### config.mk
export PLATFORM = sky130hd
export DESIGN_NAME = risc_ctrl_fsm
export DESIGN_NICKNAME = d
export VERILOG_FILES = /design/src/rtl/risc_ctrl_fsm.sv
export SDC_FILE = /design/constraint.sdc
export NUM_CORES = 1
export LEC_CHECK = 0
export CAP_MARGIN = 20
export CORE_MARGIN = 3
export CORE_UTILIZATION = 37
export DETAILED_ROUTE_END_ITERATION = 7
export GPL_TIMING_DRIVEN = 1
export PLACE_DENSITY_LB_ADDON = 0.15
export SETUP_SLACK_MARGIN = 0.4
export SYNTH_ARGS = -nofsm -noshare
export SYNTH_HDL_FRONTEND = slang
export SYNTH_SLANG_ARGS = --single-unit
export TNS_END_PERCENT = 20
### constraint.sdc
create_clock -name clk -period 4.6 [get_ports clk]
set_clock_uncertainty 0.2 [all_clocks]
set_input_delay 0.69 -clock clk [delete_from_list [all_inputs] [get_ports clk]]
set_output_delay 0.69 -clock clk [all_outputs]
set_load 0.02 [all_outputs]
### src/rtl/risc_ctrl_fsm.sv
// Instruction sequencer for the 8-bit accumulator RISC CPU.
// Steps each instruction through IDLE -> S0..S7 and drives the bus and
// register-load strobes. S0..S3 fetch the instruction, S4..S7 execute it.
// Every strobe is registered. Each strobe is decoded from the state being
// entered and from the opcode/zero values present at that clock edge.
//
// Ports:
//   clk          system clock, rising edge
//   rst_n        synchronous active-low reset
//   ena          run enable; low abandons the current instruction
//   opcode       IR[7:5], opcode of the current instruction
//   zero         ALU zero flag
//   rd, wr       memory read / write strobes
//   load_ir      load IR from the data bus
//   inc_pc       increment PC
//   load_pc      load PC from the IR address field
//   load_acc     load accumulator from the ALU output
//   datactl_ena  drive the accumulator onto the data bus
//   halt         sticky halted flag
//   fetch        high during S0..S3
//   instr_done   one-cycle pulse in S7
//   state        current state code (debug)
module risc_ctrl_fsm (
  input  logic       clk,
  input  logic       rst_n,
  input  logic       ena,
  input  logic [2:0] opcode,
  input  logic       zero,
  output logic       rd,
  output logic       wr,
  output logic       load_ir,
  output logic       inc_pc,
  output logic       load_pc,
  output logic       load_acc,
  output logic       datactl_ena,
  output logic       halt,
  output logic       fetch,
  output logic       instr_done,
  output logic [3:0] state
);

  localparam int unsigned OP_W = 3;

  localparam logic [OP_W-1:0] OP_HLT  = 3'b000;
  localparam logic [OP_W-1:0] OP_SKZ  = 3'b001;
  localparam logic [OP_W-1:0] OP_ADD  = 3'b010;
  localparam logic [OP_W-1:0] OP_ANDD = 3'b011;
  localparam logic [OP_W-1:0] OP_XORR = 3'b100;
  localparam logic [OP_W-1:0] OP_LDA  = 3'b101;
  localparam logic [OP_W-1:0] OP_STO  = 3'b110;
  localparam logic [OP_W-1:0] OP_JMP  = 3'b111;

  typedef enum logic [3:0] {
    ST_IDLE   = 4'd0,
    ST_S0     = 4'd1,
    ST_S1     = 4'd2,
    ST_S2     = 4'd3,
    ST_S3     = 4'd4,
    ST_S4     = 4'd5,
    ST_S5     = 4'd6,
    ST_S6     = 4'd7,
    ST_S7     = 4'd8,
    ST_HALTED = 4'd9
  } state_t;

  state_t state_q;
  state_t state_d;

  logic rd_d;
  logic wr_d;
  logic load_ir_d;
  logic inc_pc_d;
  logic load_pc_d;
  logic load_acc_d;
  logic datactl_ena_d;
  logic halt_d;
  logic fetch_d;
  logic instr_done_d;

  // Opcode classes used by the execute-phase decode
  logic op_alu;
  logic op_skz;
  logic op_sto;
  logic op_jmp;

  always_comb begin
    op_alu = (opcode == OP_ADD) || (opcode == OP_ANDD) ||
             (opcode == OP_XORR) || (opcode == OP_LDA);
    op_skz = (opcode == OP_SKZ);
    op_sto = (opcode == OP_STO);
    op_jmp = (opcode == OP_JMP);
  end

  // State register and registered strobes
  always_ff @(posedge clk) begin
    if (!rst_n) begin
      state_q     <= ST_IDLE;
      rd          <= 1'b0;
      wr          <= 1'b0;
      load_ir     <= 1'b0;
      inc_pc      <= 1'b0;
      load_pc     <= 1'b0;
      load_acc    <= 1'b0;
      datactl_ena <= 1'b0;
      halt        <= 1'b0;
      fetch       <= 1'b0;
      instr_done  <= 1'b0;
    end else begin
      state_q     <= state_d;
      rd          <= rd_d;
      wr          <= wr_d;
      load_ir     <= load_ir_d;
      inc_pc      <= inc_pc_d;
      load_pc     <= load_pc_d;
      load_acc    <= load_acc_d;
      datactl_ena <= datactl_ena_d;
      halt        <= halt_d;
      fetch       <= fetch_d;
      instr_done  <= instr_done_d;
    end
  end

  // Next state, then the strobe pattern of the state being entered
  always_comb begin
    state_d       = state_q;
    rd_d          = 1'b0;
    wr_d          = 1'b0;
    load_ir_d     = 1'b0;
    inc_pc_d      = 1'b0;
    load_pc_d     = 1'b0;
    load_acc_d    = 1'b0;
    datactl_ena_d = 1'b0;
    halt_d        = 1'b0;
    fetch_d       = 1'b0;
    instr_done_d  = 1'b0;

    // ena is tested before the HLT decode so an abort wins in S3
    case (state_q)
      ST_IDLE:   state_d = ena ? ST_S0 : ST_IDLE;
      ST_S0:     state_d = ena ? ST_S1 : ST_IDLE;
      ST_S1:     state_d = ena ? ST_S2 : ST_IDLE;
      ST_S2:     state_d = ena ? ST_S3 : ST_IDLE;
      ST_S3: begin
        if (!ena)                  state_d = ST_IDLE;
        else if (opcode == OP_HLT) state_d = ST_HALTED;
        else                       state_d = ST_S4;
      end
      ST_S4:     state_d = ena ? ST_S5 : ST_IDLE;
      ST_S5:     state_d = ena ? ST_S6 : ST_IDLE;
      ST_S6:     state_d = ena ? ST_S7 : ST_IDLE;
      ST_S7:     state_d = ena ? ST_S0 : ST_IDLE;
      ST_HALTED: state_d = ST_HALTED;
      default:   state_d = ST_IDLE;
    endcase

    case (state_d)
      ST_S0: begin
        rd_d      = 1'b1;
        load_ir_d = 1'b1;
        fetch_d   = 1'b1;
      end
      ST_S1: begin
        rd_d      = 1'b1;
        load_ir_d = 1'b1;
        inc_pc_d  = 1'b1;
        fetch_d   = 1'b1;
      end
      ST_S2: begin
        fetch_d = 1'b1;
      end
      ST_S3: begin
        inc_pc_d = 1'b1;
        fetch_d  = 1'b1;
      end
      ST_S4: begin
        rd_d          = op_alu;
        load_pc_d     = op_jmp;
        datactl_ena_d = op_sto;
      end
      ST_S5: begin
        rd_d          = op_alu;
        load_acc_d    = op_alu;
        load_pc_d     = op_jmp;
        inc_pc_d      = op_jmp || (op_skz && zero);
        datactl_ena_d = op_sto;
      end
      ST_S6: begin
        rd_d          = op_alu;
        wr_d          = op_sto;
        datactl_ena_d = op_sto;
      end
      ST_S7: begin
        instr_done_d = 1'b1;
        inc_pc_d     = op_skz && zero;
      end
      ST_HALTED: begin
        halt_d = 1'b1;
      end
      default: begin
      end
    endcase
  end

  assign state = state_q;

endmodule

==> results of run 1 <==
through the flow:
step	instances	worst slack [ns]
6_report	104	2.08
5_1_grt	104	2.03
3_3_place_gp	100	1.80
3_5_place_dp	100	1.81
4_1_cts	104	2.11
2_1_floorplan	68	2.40
registers in the layout, indices dropped and copies added, names as in the netlist:
name and flops:
rd 1, load_acc 1, fetch 1, inc_pc 1, datactl_ena 1, load_pc 1
instr_done 1, halt 1, state 4, wr 1, load_ir 1
power breakdown:
group / total [µW] / internal (µW) / switching [µW]
combinational: 27.6 / 14.2 / 13.4
clock: 88.9 / 48.2 / 40.7
sequential: 127 / 124 / 3.19
final timing paths:
check	start	end	slack, ns	cells past startpoint
max	opcode[2]	inc_pc	2.08	5
min	state[1]	wr	0.47	2
min reg2reg	state[1]	wr	0.47	2
max reg2reg	state[0]	load_pc	2.60	4
layout make-up:
cell class | count | area, µm²
inverters | 3 | 11.3
flip-flops and latches | 14 | 280
repair buffers | 20 | 200
well taps | 16 | 20.0
fillers | 144 | 714
clock buffers | 4 | 36.3
multi-input cells | 47 | 297
worst reg2reg max path, cell delays in order, from the launching register on:
cell       delay (ns)
dfxtp_1          0.59
or4_1            0.21
a21oi_1          0.07
or3_1            0.42
a2111oi_0        0.38
synthesized netlist by cell type:
library cell and instances:
a2111oi_0 1, nor4_1 1, inv_1 3, o21ai_2 1, nand3_1 3, nor2b_4 1
a21oi_1 3, nor2_1 4, nor2b_1 1, clkbuf_1 1, and3_1 2, or4_4 1
and2_2 2, o21bai_1 1, o21ai_0 4, buf_6 2, a32oi_1 1, or3_1 1
nand4_1 1, o21a_1 1, xnor2_1 2, o31ai_1 1, a22oi_1 1, nor3_1 3
clkbuf_8 1, or4_1 1, nand2_1 7, dfxtp_1 14, a41o_1 1, nand2b_4 1
nor3b_1 1
kinds of logic after synthesis:
group	synth area share
AND/OR/NAND/NOR	0.283
flip-flops	0.446
XOR/XNOR	0.0279
AO/OA/AOI/OAI	0.161
buffers and inverters	0.0817
layer usage:
metal / global-route usage / vias up
met5: 0 / -
met4: 0.133 / 0
met3: 0.0345 / 7
met2: 0.190 / 25
met1: 0.170 / 247
li1: - / 280
==> flow_summary.toml, run 1 <==
[status]
status = "complete, no violations"

[clock_network]
cts_hold_buffers = 0
clk_pin_slew_ns = 0.09
cts_sinks = 14
numCtsBuffers = 3
cts_tree = "yes"
root_buffer = "clkbuf_4"
cts_resized = 0
clockBufferDepth = 2
post_cts_buffers = 0
cts_max_level = 1
clkLatencyLatePin_ns = 0.28

[power_and_ir_drop]
p_leak_uw = 0.000326
vdd_drop_max_v = 0.000129
cellPowerDensity_nw_per_um2 = 288
power_uw = 243

[layout]
layout_common_cells = "20 x clkdlybuf4s50_1, 14 x dfxtp_1, 7 x nand2_1"
final_common_cell = "clkdlybuf4s50_1"
fin_area_um2 = 845
insertedDiodeCount = 0
drive_gt1_frac = 0.114
final_nets = 96
area_growth_pct = 34.5
final_core_util = 0.542

[route]
top_layer_used = "met4"
antenna_left = 0
vias = 559
firstDrtPassIters = 4
met1_length_um = 609
wl_per_cell_um = 12.9
routed_wl_mm = 1.34
vias_per_cell = 5.38
remaining_drc_errors = 0
met2_length_um = 586
wl_met3_um = 95
drtIter0Drc = 17

[yosys]
seq_area_frac_synth = 0.446
yosysWarnings = 0
yosysUniqueCellTypes = 31
synth-seq-cells = 14
synth_largest_area_cell = "dfxtp_1"
syn_area_um2 = 628
synthCells = 68
synth.area.top_cells = "dfxtp_1 45%, nand2_1 4.2%, buf_6 3.6%"
synth_area_per_cell_um2 = 9.24
yosysTopAreaCellShare = 0.446
syn-num-nets = 75

[timing]
setup_viol = 0
hold_ws_ns = 0.466
max_slew_margin = 0.717
finalCritPeriodShare = 0.548
tns_ns = 0
rsz0062_at_grt = "false"
worstMarginPinSlew_ns = 0.424
fmax_mhz = 397
drv_slew = 0
hold_violations = 0
fin_crit_ns = 2.52

[worst_setup_path]
end_kind = "register"
cp_num_buf_inv = 1
cp_data_arrival_time_ns = 2.55
cp.required_ns = 4.63
crit_path_top_delay_cell = "or4_1"
cp_slowest_stage_delay_ns = 0.59
worst_setup_path_start_kind = "input pin"
critical_path.top_delay_family = "simple AND/OR/NAND/NOR gates"
path_class = "in2reg"
crit_chain = "clkdlybuf4s50_1 > or4_1 > or4_4 > o21ai_2 > a41o_1"
cp_max_fo = 5

[grt]
grt_pass1_wl_mm = 1.99
grt_pass1_vias = 465
track_usage = 0.138
grt-ovfl-total = 0
grt_max_degree = 14
antenna_found_initial = 0

[placement]
place.gp.congestion = 0.832
dp_hpwl_um = 933
placed_area_um2 = 808
io_buffer_count = 20

[hold_path]
hold_path.class = "reg2reg"

[floorplan]
fp.dieH_um = 47.2
row_count = 14
core_um2 = 1560
start_util = 0.403
die_x_um = 47.2
fp.dieArea_um2 = 2230
io_pins = 21

[job]
maxCapViolations = 0
Power figures use the tool's default switching activity.
==> run 2, diff against run 1 <==
clock period = 2.6 ns   (was 4.6 ns; I/O delays follow)
==> run 2 against run 1 <==
Cell count grew 2.9%. Die area is the same. Combinational power rose by 83%. Clock power up 70%. Sequential share of layout area down 0.76 points. Clock-buffer cell count is the same. Worst hold slack worse by 0.055 ns. Critical path type unchanged. Largest cell class unchanged.
==> flow_summary.toml, run 2 (synthesized netlist as in run 1, its figures left out) <==
[power_and_ir_drop]
power_uw = 427
cellPowerDensity_nw_per_um2 = 491
p_leak_uw = 0.000341
vdd_drop_max_v = 0.000267

[route]
routed_wl_mm = 1.26
firstDrtPassIters = 4
remaining_drc_errors = 0
wl_per_cell_um = 11.8
vias_per_cell = 5.23
antenna_left = 0
vias = 560
drtIter0Drc = 5

[floorplan]
fp.dieArea_um2 = 2230
io_pins = 21
die_x_um = 47.2
core_um2 = 1560
start_util = 0.403
row_count = 14
fp.dieH_um = 47.2

[clock_network]
numCtsBuffers = 3
cts_max_level = 1
cts_tree = "yes"
clkLatencyLatePin_ns = 0.27
clockBufferDepth = 2
root_buffer = "clkbuf_4"
clk_pin_slew_ns = 0.09
cts_sinks = 14
post_cts_buffers = 0

[job]
maxCapViolations = 0

[worst_setup_path]
timing.rr.start = "state[3]"
worst_setup_path_start_kind = "input pin"
cp_data_arrival_time_ns = 2.20
startpoint = "opcode[2]"
r2r.worst_path.cells = 4
cp.required_ns = 2.61
end_kind = "register"
cp_max_fo = 5
path_class = "in2reg"

[grt]
antenna_found_initial = 0
grt_max_degree = 14
grt_pass1_vias = 447
grt-ovfl-total = 0
track_usage = 0.120
grt_pass1_wl_mm = 1.88

[layout]
largest_reg_flops = 4
final_common_cell = "clkdlybuf4s50_1"
insertedDiodeCount = 0
drive_gt1_frac = 0.154
layout_common_cells = "20 x clkdlybuf4s50_1, 13 x dfxtp_1, 7 x nand2_1"
area_growth_pct = 38.2
final_nets = 99
final_cells = 107

[placement]
place_inst = 103
place.gp.congestion = 0.816
dp_hpwl_um = 963
io_buffer_count = 20

[hold_path]
hp-start = "state[0]"
hold_depth = 2
hold_path.class = "reg2reg"

[timing]
max_slew_margin = 0.715
fin_crit_ns = 2.18
drv_slew = 0
setup_viol = 0
rsz0062_at_grt = "true"
worstMarginPinSlew_ns = 0.427
tns_ns = 0
fmax_mhz = 458
hold_violations = 0
hold_ws_ns = 0.411
finalCritPeriodShare = 0.840

[status]
status = "complete, no violations"
-- run 2: cell types whose count changed in the layout (fill, tap and decap cells not counted) --
cell / previous run / this run
buf_4: 0 / 3
dfxtp_1: 14 / 13
dfxtp_2: 0 / 1
-- run 2: per-layer routing --
layer	track usage	vias up	wire length (µm)
met3	0.0345	2	95
met5	0	-	0
met1	0.156	249	583
met2	0.184	24	571
met4	0.0497	0	12
li1	-	285	-
-- run 2: final timing paths --
path	slack (ns)	to
setup / recovery	0.42	inc_pc
hold / removal	0.41	instr_done
setup reg to reg	0.73	load_pc
hold reg to reg	0.41	instr_done
-- run 2: repair_timing --
action                                  4_1_cts  5_1_grt
hold buffers                                  0        0
resized for setup                             0        1
endpoints found under the setup margin        0        3
-- run 2: cell type report --
class / count / area, µm²
well taps: 16 / 20.0
flip-flops and latches: 14 / 282
fillers: 151 / 691
multi-input cells: 47 / 297
clock buffers: 4 / 36.3
repair buffers: 23 / 223
inverters: 3 / 11.3
-- run 2: worst max-delay path, stage by stage --
cell and delay, ns:
clkdlybuf4s50_1 0.47, or4_1 0.57, or4_4 0.50, o21ai_2 0.09, a41o_1 0.17
-- run 2: through the flow --
stage                      util  area [µm²]  setup WS [ns]
after floorplan               -         628          0.704
after global placement    0.533         831          0.178
after detailed placement  0.533         831          0.141
after CTS                 0.556         867          0.425
after global routing      0.557         868          0.382
final                     0.557         868          0.416
-- run 2: power by group --
group          leakage (µW)  internal [µW]  total [µW]  switching, µW
combinational      0.000205           27.2        50.6           23.4
clock             0.0000210           84.9         151           66.5
sequential         0.000114            219         225           5.61
==> run 3, diff against run 2 <==
clock period = 2.3 ns   (was 2.6 ns; I/O delays follow)
==> run 3 against run 2 <==
Register-to-register slack lost 0.27 ns. Global-route usage up 3.6 points. Worst hold slack lost 0.087 ns. Combinational power grew 30%. Core utilization up 3.3 points. Via count is 7.5% higher. Critical path depth shrank 4. Flip-flop and latch count is the same. Critical path type is now reg2out. Largest cell class unchanged.
==> flow_summary.toml, run 3 (synthesized netlist as in run 1, its figures left out) <==
[status]
status = "complete, no violations"

[timing]
max_slew_margin = 0.770
rsz0062_at_grt = "true"
hold_ws_ns = 0.324
finalCritPeriodShare = 0.844
drv_slew = 0
worstMarginPinSlew_ns = 0.337
fmax_mhz = 515
hold_violations = 0
fin_crit_ns = 1.94
setup_viol = 0

[layout]
final_core_util = 0.590
fill_cells = 133
area_growth_pct = 46.4
layout_common_cells = "16 x clkdlybuf4s50_1, 10 x dfxtp_1, 8 x buf_4"
final_cells = 112
final_nets = 104
final_common_cell = "clkdlybuf4s50_1"
drive_gt1_frac = 0.240
largest_reg_flops = 4
insertedDiodeCount = 0
multiInputGateArea_um2 = 308
final-seq-area_um2 = 285

[route]
vias = 602
met2_length_um = 698
wl_per_cell_um = 13.3
remaining_drc_errors = 0
top_layer_used = "met4"
vias_per_cell = 5.38
antenna_left = 0
wl_met3_um = 94
routed_wl_mm = 1.49
drtIter0Drc = 7
firstDrtPassIters = 4
met1_length_um = 679

[power_and_ir_drop]
p_leak_uw = 0.000388
cellPowerDensity_nw_per_um2 = 537
vdd_drop_max_v = 0.000267
power_uw = 494

[hold_path]
hold_depth = 3
hold_path.class = "in2reg"

[grt]
grt_pass1_vias = 553
grt_pass1_wl_mm = 2.42
grt_max_degree = 13
grt-ovfl-total = 0
track_usage = 0.156
antenna_found_initial = 0

[worst_setup_path]
r2r.worst_path.cells = 4
crit_chain = "clkdlybuf4s50_1"
worst_setup_path_start_kind = "register"
critical_path.top_delay_family = "buffers and inverters"
cp_num_buf_inv = 1
end_kind = "primary output"
cp_data_arrival_time_ns = 1.40
path_class = "reg2out"
cp_slowest_stage_delay_ns = 0.65
cp_max_fo = 11
cp.required_ns = 1.75
crit_path_top_delay_cell = "clkdlybuf4s50_1"
critical_path_depth = 1

[clock_network]
clkLatencyLatePin_ns = 0.28
cts_tree = "yes"
numCtsBuffers = 3
root_buffer = "clkbuf_4"
clk_pin_slew_ns = 0.08
clockBufferDepth = 2
cts_sinks = 14
cts_max_level = 1
post_cts_buffers = 0

[floorplan]
die_x_um = 47.2
fp.dieArea_um2 = 2230
io_pins = 21
core_um2 = 1560
start_util = 0.403
row_count = 14
fp.dieH_um = 47.2

[placement]
place.gp.congestion = 0.807
io_buffer_count = 20
place_inst = 108
dp_hpwl_mm = 1.13

[job]
maxCapViolations = 0
## run 3: cell types whose count changed in the layout (fill, tap and decap cells not counted)
cell	before	now
dfxtp_1	13	10
or4_1	1	0
dlygate4sd2_1	0	3
dlymetal6s2s_1	0	1
o21ai_2	1	0
or4_4	1	2
buf_4	3	8
dfxtp_2	1	4
clkdlybuf4s50_1	20	16
o21ai_4	0	1
## run 3: per-stage QoR
step,area (µm²),setup TNS (ns),worst slack (ns)
after floorplan,628,0,0.449
after global placement,868,0,0.00224
after detailed placement,868,-0.0526,-0.0365
after CTS,917,0,0.287
after global routing,920,0,0.299
final,920,0,0.358
## run 3: layer usage
metal | GRT usage | up-vias
li1 | - | 300
met2 | 0.238 | 25
met5 | 0 | -
met1 | 0.194 | 273
met3 | 0.0421 | 4
met4 | 0.0939 | 0
## run 3: area by class of cell
type,instances,area share
multi-input combinational,47,0.335
sequential,14,0.310
clock buffer,4,0.0395
timing repair buffer,28,0.282
inverter,3,0.0122
tap,16,0.0218
## run 3: worst register-to-register path, delay by kind of cell, from the launching register on
kind	cells	cell delay [ns]
simple gates	2	0.97
flops	1	0.37
compound gates	2	0.25
## run 3: timing repair
action	4_1_cts	5_1_grt
gates resized for setup	9	1
pin swaps	3	0
endpoints found under the setup margin	6	8
gates cloned	0	0
hold buffers	0	0
## run 3: path summary, 6_finish.rpt
kind	startpoint	endpoint	slack (ns)
worst min-delay path	opcode[0]	datactl_ena	0.32
worst max-delay path	state[2]	state[2]	0.36
worst min register to register	state[1]	wr	0.37
worst max register to register	state[0]	inc_pc	0.46
## run 3: report_power, final
group / leakage, µW / total [µW] / switching (µW) / internal, µW
clock network: 0.0000210 / 176 / 79.5 / 96.2
registers: 0.000116 / 253 / 5.20 / 248
logic: 0.000251 / 65.7 / 30.9 / 34.8
total: 0.000388 / 494 / 116 / 379
